**src/rtl/rstatus_writeback.sv**
```systemverilog
// rstatus_writeback: architectural $rstatus shadow plus a DEPTH-entry queue of pending $r30 writes.
// Latency: an accepted event reaches rstatus_q/bex_taken after one edge; the queue head drives wr_req/wr_data one edge after it changes.
// Backpressure: stall is high while the queue is full; an event that arrives while full with no pop is dropped and sets sticky ovf_lost.
// Optional: define RSTATUS_STICKY_EN so that the first overflow wins (an overflow is accepted only while rstatus_q == 0).
module rstatus_writeback #(
  parameter int DEPTH       = 2,
  parameter int RSTATUS_REG = 30
) (
  input  logic        clock,
  input  logic        reset_n,
  input  logic        ovf_valid,
  input  logic [1:0]  ovf_code,
  input  logic        setx_valid,
  input  logic [26:0] setx_target,
  output logic        wr_req,
  input  logic        wr_ack,
  output logic [4:0]  wr_addr,
  output logic [31:0] wr_data,
  output logic [31:0] rstatus_q,
  output logic        bex_taken,
  output logic        suppress_rd,
  output logic        stall,
  output logic        ovf_lost
);

  localparam int PW = $clog2(DEPTH);
  localparam int CW = PW + 1;

  logic [PW-1:0] head_q, head_d;
  logic [PW-1:0] tail_q, tail_d;
  logic [CW-1:0] count_q, count_d;
  logic [31:0]   mem_q [DEPTH];
  logic [31:0]   rstatus_d;
  logic [31:0]   wr_data_q, wr_data_d;
  logic          wr_req_q, wr_req_d;
  logic          ovf_lost_q, ovf_lost_d;

  logic          ev_vld;
  logic [31:0]   ev_dat;
  logic          full;
  logic          push;
  logic          pop;

  // Pick this cycle's event: overflow beats setx; a setx that loses is discarded silently.
  always_comb begin
    ev_vld = 1'b0;
    ev_dat = 32'd0;
    if (ovf_valid) begin
`ifdef RSTATUS_STICKY_EN
      // First fault wins: a later overflow is ignored until rstatus is cleared.
      ev_vld = (rstatus_q == 32'd0);
`else
      ev_vld = 1'b1;
`endif
      ev_dat = {30'd0, ovf_code};
    end else if (setx_valid) begin
      ev_vld = 1'b1;
      ev_dat = {5'd0, setx_target};
    end
  end

  assign full = (count_q == CW'(DEPTH));
  assign pop  = wr_req_q & wr_ack;
  // A pop in the same cycle frees the slot, so a full queue still accepts.
  assign push = ev_vld & (~full | pop);

  // Next-state for pointers, count, shadow, sticky flag and the registered head view.
  always_comb begin
    head_d     = pop  ? head_q + PW'(1) : head_q;
    tail_d     = push ? tail_q + PW'(1) : tail_q;
    count_d    = count_q + CW'(push) - CW'(pop);
    rstatus_d  = push ? ev_dat : rstatus_q;
    ovf_lost_d = ovf_lost_q | (ev_vld & ~push);
    wr_req_d   = (count_d != '0);
    wr_data_d  = 32'd0;
    if (count_d != '0) begin
      // The new head is the entry being written only when it lands in the head slot.
      if (push && (tail_q == head_d)) begin
        wr_data_d = ev_dat;
      end else begin
        wr_data_d = mem_q[head_d];
      end
    end
  end

  // State registers; reset discards every pending write.
  always_ff @(posedge clock or negedge reset_n) begin
    if (!reset_n) begin
      head_q     <= '0;
      tail_q     <= '0;
      count_q    <= '0;
      rstatus_q  <= 32'd0;
      wr_req_q   <= 1'b0;
      wr_data_q  <= 32'd0;
      ovf_lost_q <= 1'b0;
    end else begin
      head_q     <= head_d;
      tail_q     <= tail_d;
      count_q    <= count_d;
      rstatus_q  <= rstatus_d;
      wr_req_q   <= wr_req_d;
      wr_data_q  <= wr_data_d;
      ovf_lost_q <= ovf_lost_d;
    end
  end

  // Queue storage written at the tail on push.
  always_ff @(posedge clock or negedge reset_n) begin
    if (!reset_n) begin
      for (int i = 0; i < DEPTH; i++) begin
        mem_q[i] <= 32'd0;
      end
    end else if (push) begin
      mem_q[tail_q] <= ev_dat;
    end
  end

  assign wr_req      = wr_req_q;
  assign wr_data     = wr_data_q;
  assign wr_addr     = 5'(RSTATUS_REG);
  assign bex_taken   = (rstatus_q != 32'd0);
  assign suppress_rd = ovf_valid;
  assign stall       = full;
  assign ovf_lost    = ovf_lost_q;

endmodule

```
**config.mk**
```make
export PLATFORM = sky130hd
export DESIGN_NAME = rstatus_writeback
export DESIGN_NICKNAME = d
export VERILOG_FILES = /design/src/rtl/rstatus_writeback.sv
export SDC_FILE = /design/constraint.sdc
export NUM_CORES = 1
export LEC_CHECK = 0
export BUFFER_PORTS_ARGS = -buffer_cell sky130_fd_sc_hd__buf_2
export CAP_MARGIN = 40
export CORE_MARGIN = 8
export CORE_UTILIZATION = 30
export CTS_CLUSTER_SIZE = 12
export DETAILED_ROUTE_END_ITERATION = 10
export GPL_TIMING_DRIVEN = 0
export PLACE_DENSITY = 0.47
export SYNTH_ARGS = -nofsm -noshare
export SYNTH_HDL_FRONTEND = slang
export SYNTH_SLANG_ARGS = --single-unit
```
**constraint.sdc**
```tcl
create_clock -name clock -period 3.1 [get_ports clock]
set_input_delay 0.93 -clock clock [delete_from_list [all_inputs] [get_ports clock]]
set_output_delay 0.93 -clock clock [all_outputs]
set_load 0.02 [all_outputs]
```
**Word level (Yosys, flattened, before mapping)**

Cells that the tools add are included.

- Register bits: 134
- Bits of input ports: 34
- Output and inout bits: 74
- Word-level logic and storage cells: 44

- Add/subtract/negate cells: 4
- $lt $le $gt $ge: 3
- Eq/ne operators: 2
- Mux-type cells: 13
- Bitwise logic cells: 9
- Reduce and logical (&&, ||, !) cells: 4

Operators with widths:

| kind | number |
|---|---|
| $mux W32 | 7 |
| $bwmux W64 | 1 |
| $demux W32 S1 | 1 |
| $reduce_bool A32 Y1 | 1 |
| $mux W27 | 1 |
| $ge A2 B2 Y1 const B | 2 |
| $not A1 Y2 | 2 |
| $and A1 B1 Y1 | 3 |
| $mux W1 | 3 |
| $add A1 B1 Y1 const B | 2 |
| $add A2 B1 Y2 | 1 |
| $eq A2 B2 Y1 const B | 1 |
| $logic_and A1 B1 Y1 | 2 |
| $lt A2 B1 Y1 const B | 1 |
| $not A1 Y1 | 2 |
| $or A1 B1 Y1 | 2 |
| $reduce_bool A2 Y1 | 1 |
| $sub A2 B1 Y2 | 1 |
| $eq A1 B1 Y1 | 1 |

**Depth between registers and ports, before layout**

Gate-level depths: netlist (run 1).

- Depth after elaboration: 8
- Gate-level depth with buffers: 13
- Depth with buffers taken out: 10

**Worst setup path before layout (run 1)**

OpenSTA, ideal clock, no wires.

- Path kind: input -> register
- From: input setx_valid
- To: register wr_data_q[8] (netlist: wr_data[8])
- Library setup time: 0.137 ns
- Arrival time: 3.243 ns
- Data required time: 2.963 ns
- Setup slack: -0.280 ns
- Stages on the path: 13
- Path buffers: 4
- Path through: or2_2 > clkbuf_1 > o21ai_1 > buf_2 > buf_2 > ha_1 > inv_1 > ha_1 > xnor2_1 > xnor2_1 > nor2_1 > buf_2 > a221oi_1

- Word-level cells in the longest chain between the ends: 7
- Elaborated cells on any way between the ends: 11
- Classes of those cells: add/sub (2); mux (6); bitwise (1); reduce/logical (2)

RTL lines:

| what | line | text |
|---|---|---|
| start: declaration | 13 | `input logic setx_valid,` |
| $mux W1 | 56 | `end else if (setx_valid) begin` |
| $mux W1 | 48 | `if (ovf_valid) begin` |
| $and A1 B1 Y1 | 65 | `assign push = ev_vld & (~full \| pop);` |
| $add A2 B1 Y2 | 71 | `count_d = count_q + CW'(push) - CW'(pop);` |
| $sub A2 B1 Y2 | 71 |  |
| net count_d[1] | 31 | `logic [CW-1:0] count_q, count_d;` |
| $reduce_bool A2 Y1 | 76 | `if (count_d != '0) begin` |
| $mux W32 | 76 |  |
| net wr_data_d[8] | 34 | `logic [31:0] wr_data_q, wr_data_d;` |
| end signal: assignment | 102 | `wr_data_q <= wr_data_d;` |
| end: declaration | 34 |  |

The timed path passes the listed nets, and every way through them passes these cells.
A chain may end at the register's enable or synchronous reset.

**Worst setup path in the final report (run 1)**

- From: register rstatus_q[7]
- To: output bex_taken

- Word-level cells in the longest chain between the ends: 1

RTL lines:

| what | line | text |
|---|---|---|
| start: declaration | 19 | `output logic [31:0] rstatus_q,` |
| start signal: assignment | 100 | `rstatus_q <= rstatus_d;` |
| $reduce_bool A32 Y1 | 121 | `assign bex_taken = (rstatus_q != 32'd0);` |
| end: declaration | 20 | `output logic bex_taken,` |

No other way between the ends.

==> tab_implementation.tex, run 1 <==
\begin{tabular}{lr}
\hline
Metric & Value \\
\hline
\multicolumn{2}{l}{\textbf{Run status}} \\
\quad Status & completed \\
\multicolumn{2}{l}{\textbf{Global route}} \\
\quad Wire length of the first global-routing pass & 24700 µm \\
\quad Total global routing overflow & 0 \\
\quad Overall global routing resource usage & 15.3\% \\
\quad Pin count of the biggest net entering global routing & 59 \\
\quad Number of global-route vias before repair & 4351 \\
\quad Number of antenna violations at the first check in global routing & 0 \\
\multicolumn{2}{l}{\textbf{Critical path}} \\
\quad Worst EP required & 2.17 ns \\
\quad Reg2Reg Launch Point & count\_q[0] \\
\quad Critical path fanouts, max & 3 \\
\quad End of the worst register-to-register path & wr\_data[8] \\
\quad Crit Path Category & register to primary output \\
\quad Worst-case register-to-register setup slack & 0.50 ns \\
\quad Critical path arrival & 1.94 ns \\
\quad Worst setup EP type & primary output \\
\quad Critical Path Source Type & register \\
\quad R2R cell count & 12 \\
\multicolumn{2}{l}{\textbf{STA}} \\
\quad Setup repair after global routing missed its margin & no \\
\quad Measured slew at the worst slew-check pin & 0.848 ns \\
\quad Final number of hold-violating endpoints & 0 \\
\quad Final setup fails & 0 \\
\quad Final Skew & 0.00663 ns \\
\quad Setup WS post-layout & 0.233 ns \\
\quad Post-route minimum period & 2.87 ns \\
\quad Slew HR & 43.2\% \\
\quad Final Max Tran Viols & 0 \\
\quad Part of the cycle the worst path needs & 92.5\% \\
\quad Setup TNS & 0 ns \\
\quad Highest achievable clock rate & 349 MHz \\
\multicolumn{2}{l}{\textbf{Logic synthesis}} \\
\quad Count of warnings emitted by yosys & 0 \\
\quad Mapped Area & 0.00501 mm² \\
\quad Most frequent cell after synthesis & dfrtp\_1 \\
\quad Number of register bits inferred by synthesis & 114 \\
\quad Avg Synthesized Cell Area & 10.5 µm² \\
\quad Number of enable-type register cells in the synthesized netlist & 0 \\
\quad Post-synth top area share & 56.9\% \\
\quad Async SR Flop Fraction & 100\% \\
\quad Cell types with the largest area share after synthesis & dfrtp\_1 (57\%), o21ai\_0 (8.2\%), nand2\_1 (8.2\%) \\
\quad Most frequently used flop master after synthesis & dfrtp\_1 \\
\quad Top cell types by occurrence after synthesis & dfrtp\_1 (114), nand2\_1 (109), o21ai\_0 (82) \\
\quad Seq/Total Area, Yosys & 56.9\% \\
\quad Leading area contributor after synthesis & dfrtp\_1 \\
\quad Number of instances in the synthesized netlist & 476 \\
\quad Library cells used by synthesis & 34 \\
\multicolumn{2}{l}{\textbf{Place}} \\
\quad Area of placed instances & 0.00586 mm² \\
\quad Final weighted congestion in routability-driven placement & 0.795 \\
\quad Total instance count after detailed placement & 803 \\
\quad Worst setup slack before clock tree synthesis & -0.696 ns \\
\quad Port bufs & 92 \\
\quad HPWL after DPL & 11000 µm \\
\multicolumn{2}{l}{\textbf{Routing}} \\
\quad Via/cell ratio & 4.81 \\
\quad Iteration-0 DRC Markers & 262 \\
\quad Routed length per instance & 18.6 µm \\
\quad Remaining DRCs & 0 \\
\quad Number of detailed-routing iterations run before antenna repair & 6 \\
\quad Wirelength, routed & 15500 µm \\
\quad Routed via count & 4008 \\
\quad Detail Route Antenna Nets & 0 \\
\multicolumn{2}{l}{\textbf{Clock tree}} \\
\quad Clk sinks & 114 \\
\quad Worst-path clk slew & 0.05 ns \\
\quad Clk\_lat worst skew & 0.42 ns \\
\quad Number of buffers added by the clock tree synthesis step & 17 \\
\quad CTS HTree Levels & 4 \\
\quad Clock tree from TritonCTS & yes \\
\quad Clock tree root buffer cell & clkbuf\_16 \\
\quad Largest buffer count on any clock path & 2 \\
\multicolumn{2}{l}{\textbf{Hold path}} \\
\quad HP Class & register to register \\
\quad Cell depth of the worst min-delay path & 1 \\
\quad Worst hold start & ovf\_lost \\
\quad Hold worst-path end & ovf\_lost \\
\multicolumn{2}{l}{\textbf{Finish}} \\
\quad Final standard cell area without fillers & 0.00644 mm² \\
\quad End-of-flow core utilization & 39.1\% \\
\quad Number of nets in the layout & 638 \\
\quad Fill cell count & 1684 \\
\quad Fraction of layout instances using a drive strength above 1 & 29.0\% \\
\quad Growth of design area from synthesis to finish & 28.6\% \\
\quad Area of the multi-input gates & 0.00193 mm² \\
\quad Register cell area after layout & 0.00285 mm² \\
\quad Number of antenna diodes & 0 \\
\quad Number of standard cells in the final layout excluding fillers & 833 \\
\multicolumn{2}{l}{\textbf{Die}} \\
\quad Starting density of the core & 30.4\% \\
\quad Core box area & 0.0165 mm² \\
\quad IO Pins & 108 \\
\quad Total Die Area & 0.0211 mm² \\
\quad Die Y-Extent & 145 µm \\
\quad Core Rows & 47 \\
\quad Die Wd & 145 µm \\
\multicolumn{2}{l}{\textbf{Pwr}} \\
\quad P\_leak & 3.04 nW \\
\quad Worst ir drop on vdd & 0.000642 V \\
\quad Power density over the cells & 1180 mW/mm² \\
\multicolumn{2}{l}{\textbf{Job}} \\
\quad Max-cap viol count & 0 \\
\hline
\end{tabular}
## critical path, stage by stage, from the launching register on
cell and delay (ns):
dfrtp_1 0.40, nor4_1 0.52, and4_1 0.32, nand4_1 0.09
buf_2 0.20
## repair_timing
action / in CTS / in global routing
setup endpoints to repair: 28 / 13
gates resized for setup: 2 / 5
setup buffers: 1 / 0
hold buffers: 0 / 0
pin swaps: 1 / 0
gates cloned: 0 / 0
## per-stage QoR
stage                     power (mW)  hold WS (ns)
after global placement          5.65         0.448
after global routing            8.07         0.505
after CTS                       7.59         0.472
final                           7.58         0.462
after floorplan                 4.60         0.449
after detailed placement        5.71         0.460
## cells by family after synthesis
logic type	after synthesis	synth area share, %
AOI/OAI and AO/OA	142	18.8
muxes	27	5.39
other	2	0.150
adders and majority gates	2	0.499
and+or+nand+nor	126	10.2
buffers and inverters	58	6.29
xor gates and xnor gates	5	1.77
DFF	114	56.9
## cell usage in the layout, fill, tap and decap left out, types with 2 or more instances in the layout
| cell | instances |
|---|---|
| clkbuf_8 | 2 |
| clkbuf_16 | 17 |
| clkbuf_1 | 27 |
| xnor2_2 | 2 |
| o21ai_0 | 82 |
| mux2i_1 | 27 |
| clkinv_2 | 6 |
| a221oi_1 | 5 |
| nand2b_1 | 2 |
| nand2_1 | 109 |
| buf_2 | 93 |
| ha_1 | 2 |
| buf_6 | 7 |
| inv_1 | 6 |
| buf_4 | 19 |
| a21oi_1 | 25 |
| xnor2_4 | 2 |
| dfrtp_1 | 114 |
| o22ai_1 | 2 |
| a221oi_2 | 22 |
| conb_1 | 15 |
| a22oi_1 | 2 |
| o211ai_1 | 2 |
| nor4_1 | 6 |
## layer usage
| metal | GRT usage, % | vias to the layer above | wire length (µm) |
|---|---|---|---|
| li1 | - | 1898 | - |
| met1 | 18.6 | 1978 | 6850 |
| met2 | 24.5 | 109 | 7500 |
| met5 | 0 | - | 0 |
| met3 | 5.22 | 23 | 890 |
| met4 | 6.09 | 0 | 276 |
## state kept, by name, summed over array words and instances (netlist names)
signal,cells
count_q,2
mem_q,54
wr_req,1
rstatus_q,27
head_q,1
tail_q,1
ovf_lost,1
wr_data,27
## report_power, final
group          total, mW  switching, mW  internal (mW)
Sequential          2.24          0.247           2.00
Clock               1.76          0.640           1.12
Combinational       3.57           2.26           1.31
## final cells by class
cell class,count,share of cell area (%)
timing repair buffer,95,8.10
clock buffer,23,7.26
sequential,114,44.3
clock inverter,7,0.932
buffer,50,4.70
inverter,7,0.408
multi-input combinational,317,30.0
tap,220,4.27
## worst max-delay path by stage
stage                             from     endpoint  slack (ns)  cells past startpoint
after CTS                    ovf_valid   wr_data[4]        0.03                     14
final                     rstatus_q[7]    bex_taken        0.23                      4
after global placement       ovf_valid   wr_data[8]       -0.68                     14
after floorplan             setx_valid   wr_data[8]        0.02                     13
after global routing         ovf_valid  wr_data[15]        0.11                     13
after detailed placement     ovf_valid   wr_data[8]       -0.70                     14
Power figures use the tool's default switching activity.
==> run 2, diff against run 1 <==
- CTS_BUF_LIST: not set -> sky130_fd_sc_hd__clkbuf_8
- clock period: 3.1 -> 2.76 ns (I/O delays scaled with it)
==> run 2 against run 1 <==
Clock skew up 0.0057 ns. Combinational power up 12%. Flip-flop and latch count unchanged. Die area unchanged. Power rose by 5.5%. Worst setup slack got worse by 0.20 ns. Critical path type unchanged. Critical path depth shrank 1.
==> tab_implementation.tex, run 2 (synthesis gave the netlist of run 1 again) <==
\begin{tabular}{lr}
\hline
Metric & Value \\
\hline
\multicolumn{2}{l}{\textbf{Finish}} \\
\quad Most common cell after layout, fill and taps aside & dfrtp\_1 \\
\quad Growth of design area from synthesis to finish & 27.0\% \\
\quad Number of antenna diodes & 0 (unchanged) \\
\quad Reg with most FFs & mem\_q \\
\quad Register cell area after layout & 0.00285 mm² (unchanged) \\
\quad Number of nets in the layout & 641 (+0.47\%) \\
\quad Max reg flops & 54 (unchanged) \\
\quad Fraction of layout instances using a drive strength above 1 & 30.8\% (+1.8 points) \\
\quad Leading cell types in the layout, fill and taps excluded & dfrtp\_1 (114), nand2\_1 (109), buf\_2 (93) \\
\quad Area of the multi-input gates & 0.00200 mm² (+3.2\%) \\
\quad Number of standard cells in the final layout excluding fillers & 837 (+0.48\%) \\
\quad Fill cell count & 1714 (+1.8\%) \\
\multicolumn{2}{l}{\textbf{Routing}} \\
\quad Number of detailed-routing iterations run before antenna repair & 4 (-2) \\
\quad Iteration-0 DRC Markers & 192 (-27\%) \\
\quad Wirelength, routed & 15400 µm (-0.86\%) \\
\quad Detail Route Antenna Nets & 0 (unchanged) \\
\quad Routed via count & 4020 (+0.30\%) \\
\quad Remaining DRCs & 0 (unchanged) \\
\quad Via/cell ratio & 4.80 (-0.18\%) \\
\quad Routed length per instance & 18.4 µm (-1.3\%) \\
\multicolumn{2}{l}{\textbf{Pwr}} \\
\quad P\_leak & 3.02 nW (-0.82\%) \\
\quad Pwr Total & 7.99 mW (+5.5\%) \\
\quad Power density over the cells & 1260 mW/mm² (+6.8\%) \\
\quad Worst ir drop on vdd & 0.000520 V (-19\%) \\
\multicolumn{2}{l}{\textbf{Die}} \\
\quad Die Wd & 145 µm (unchanged) \\
\quad IO Pins & 108 (unchanged) \\
\quad Die Y-Extent & 145 µm (unchanged) \\
\quad Total Die Area & 0.0211 mm² (unchanged) \\
\quad Starting density of the core & 30.4\% (unchanged) \\
\quad Core Rows & 47 (unchanged) \\
\quad Core box area & 0.0165 mm² (unchanged) \\
\multicolumn{2}{l}{\textbf{Run status}} \\
\quad Status & completed \\
\multicolumn{2}{l}{\textbf{STA}} \\
\quad Slew HR & 48.7\% (+5.5 points) \\
\quad Part of the cycle the worst path needs & 98.9\% \\
\quad Final number of hold-violating endpoints & 0 (unchanged) \\
\quad Final setup fails & 0 (unchanged) \\
\quad Setup WS post-layout & 0.0307 ns (-0.203 ns) \\
\quad Final Skew & 0.0124 ns (+0.00572 ns) \\
\quad Measured slew at the worst slew-check pin & 0.766 ns (-0.0821 ns) \\
\quad Final Max Tran Viols & 0 (unchanged) \\
\quad Highest achievable clock rate & 366 MHz \\
\quad Post-route minimum period & 2.73 ns \\
\multicolumn{2}{l}{\textbf{Clock tree}} \\
\quad Clock tree from TritonCTS & yes \\
\quad CTS HTree Levels & 4 (unchanged) \\
\quad Largest buffer count on any clock path & 2 (unchanged) \\
\quad Worst-path clk slew & 0.06 ns (about the same) \\
\quad \# hold bufs at CTS & 0 (unchanged) \\
\quad Number of buffers added by the clock tree synthesis step & 17 (unchanged) \\
\quad Clock tree root buffer cell & clkbuf\_8 \\
\quad Clk sinks & 114 (unchanged) \\
\quad Clk\_lat worst skew & 0.44 ns (+0.02 ns) \\
\multicolumn{2}{l}{\textbf{Critical path}} \\
\quad Critical path's top delay family & simple AND/OR/NAND/NOR gates \\
\quad Critical path's slowest cell & nor4\_1 \\
\quad Crit path from & rstatus\_q[20] \\
\quad Number of buffers and inverters on the critical path & 1 (unchanged) \\
\quad Crit Path Category & register to primary output \\
\quad Longest individual stage delay on the worst path & 0.66 ns (+0.14 ns) \\
\quad Worst EP required & 1.93 ns (-0.24 ns) \\
\quad Critical Path Source Type & register \\
\quad Reg2Reg Launch Point & count\_q[0] \\
\quad Cell-by-cell listing of the critical path & nor4\_1, nand4\_1, buf\_2 \\
\quad Critical path arrival & 1.90 ns (-0.04 ns) \\
\quad Critical path fanouts, max & 3 (unchanged) \\
\quad Worst setup EP type & primary output \\
\multicolumn{2}{l}{\textbf{Global route}} \\
\quad Pin count of the biggest net entering global routing & 93 (+58\%) \\
\quad Number of antenna violations at the first check in global routing & 0 (unchanged) \\
\quad Number of global-route vias before repair & 4254 (-2.2\%) \\
\quad Total global routing overflow & 0 (unchanged) \\
\quad Wire length of the first global-routing pass & 24400 µm (-1.4\%) \\
\quad Overall global routing resource usage & 14.9\% (-0.43 points) \\
\multicolumn{2}{l}{\textbf{Place}} \\
\quad Port bufs & 92 (unchanged) \\
\quad Total instance count after detailed placement & 803 (unchanged) \\
\quad Final weighted congestion in routability-driven placement & 0.782 (-1.6\%) \\
\quad HPWL after DPL & 11000 µm (+0.53\%) \\
\quad Worst setup slack before clock tree synthesis & -0.735 ns (-0.0394 ns) \\
\multicolumn{2}{l}{\textbf{Hold path}} \\
\quad HP Class & input pin to async pin \\
\multicolumn{2}{l}{\textbf{Job}} \\
\quad Max-cap viol count & 0 (unchanged) \\
\hline
\end{tabular}
run 2: changes by cell type in the layout (fill, tap and decap cells not counted), moves of 2 or more:
cell       delta
inv_1         +2
clkbuf_1      -6
nor4_2        +3
ha_1          -2
clkbuf_16    -17
buf_4         +4
clkbuf_8     +20
a221oi_2      -3
clkinv_2      -2
nor4_1        -4
a221oi_1      +3
ha_4          +2
run 2: path summary, 6_finish.rpt:
path | endpoint | slack (ns) | cells after the start
worst max register to register | wr_data[7] | 0.15 | 12
min in group clock | mem_q[19] | 0.48 | 2
worst min-delay path | wr_data[6] | 0.23 | 1
worst max-delay path | bex_taken | 0.03 | 3
max in group asynchronous | rstatus_q[0] | 1.81 | 2
worst min register to register | mem_q[19] | 0.48 | 2
run 2: final cells by class:
class / instances / area share, %
Tap cell: 220 / 4.32
Sequential cell: 114 / 44.8
Clock inverter: 9 / 1.02
Clock buffer: 22 / 4.76
Timing Repair Buffer: 98 / 8.35
Multi-Input combinational cell: 317 / 31.4
Inverter: 7 / 0.452
Buffer: 50 / 4.89
run 2: timing repair:
| item | CTS | global route |
|---|---|---|
| setup endpoints to repair | 29 | 27 |
| pin swaps | 3 | 1 |
| resized for setup | 4 | 4 |
| setup buffers | 2 | 2 |
run 2: worst register-to-register path, cell delays in order, from the launching register on:
cell and delay, ns:
dfrtp_1 0.41, nand2b_1 0.29, o21ai_4 0.24, buf_6 0.13, buf_6 0.16, ha_4 0.22, inv_2 0.06, ha_4 0.13
xnor2_2 0.08, xnor2_2 0.27, nor2_4 0.11, buf_4 0.17, a221oi_1 0.24
run 2: per-stage QoR:
step / hold slack [ns] / utilization (%) / setup TNS (ns) / area [µm²]
detailed placement: 0.469 / 35.9 / -18.70 / 5920
finish: 0.232 / 38.7 / 0 / 6360
global placement: 0.460 / 35.7 / -76.88 / 5880
floorplan: 0.449 / - / -0.715 / 5140
CTS: 0.215 / 38.4 / 0 / 6320
global route: 0.211 / 38.7 / -0.00119 / 6360
run 2: power by group:
part | switching, mW | internal, mW | total (mW)
logic | 2.49 | 1.51 | 4.00
registers | 0.298 | 2.24 | 2.54
clock network | 0.646 | 0.806 | 1.45
run 2: metal layers:
layer  share of wire (%)  track usage, %
met5                   0               0
met4                 1.4            5.05
met3                 6.8            5.35
met2                  48            23.9
met1                  44            18.1
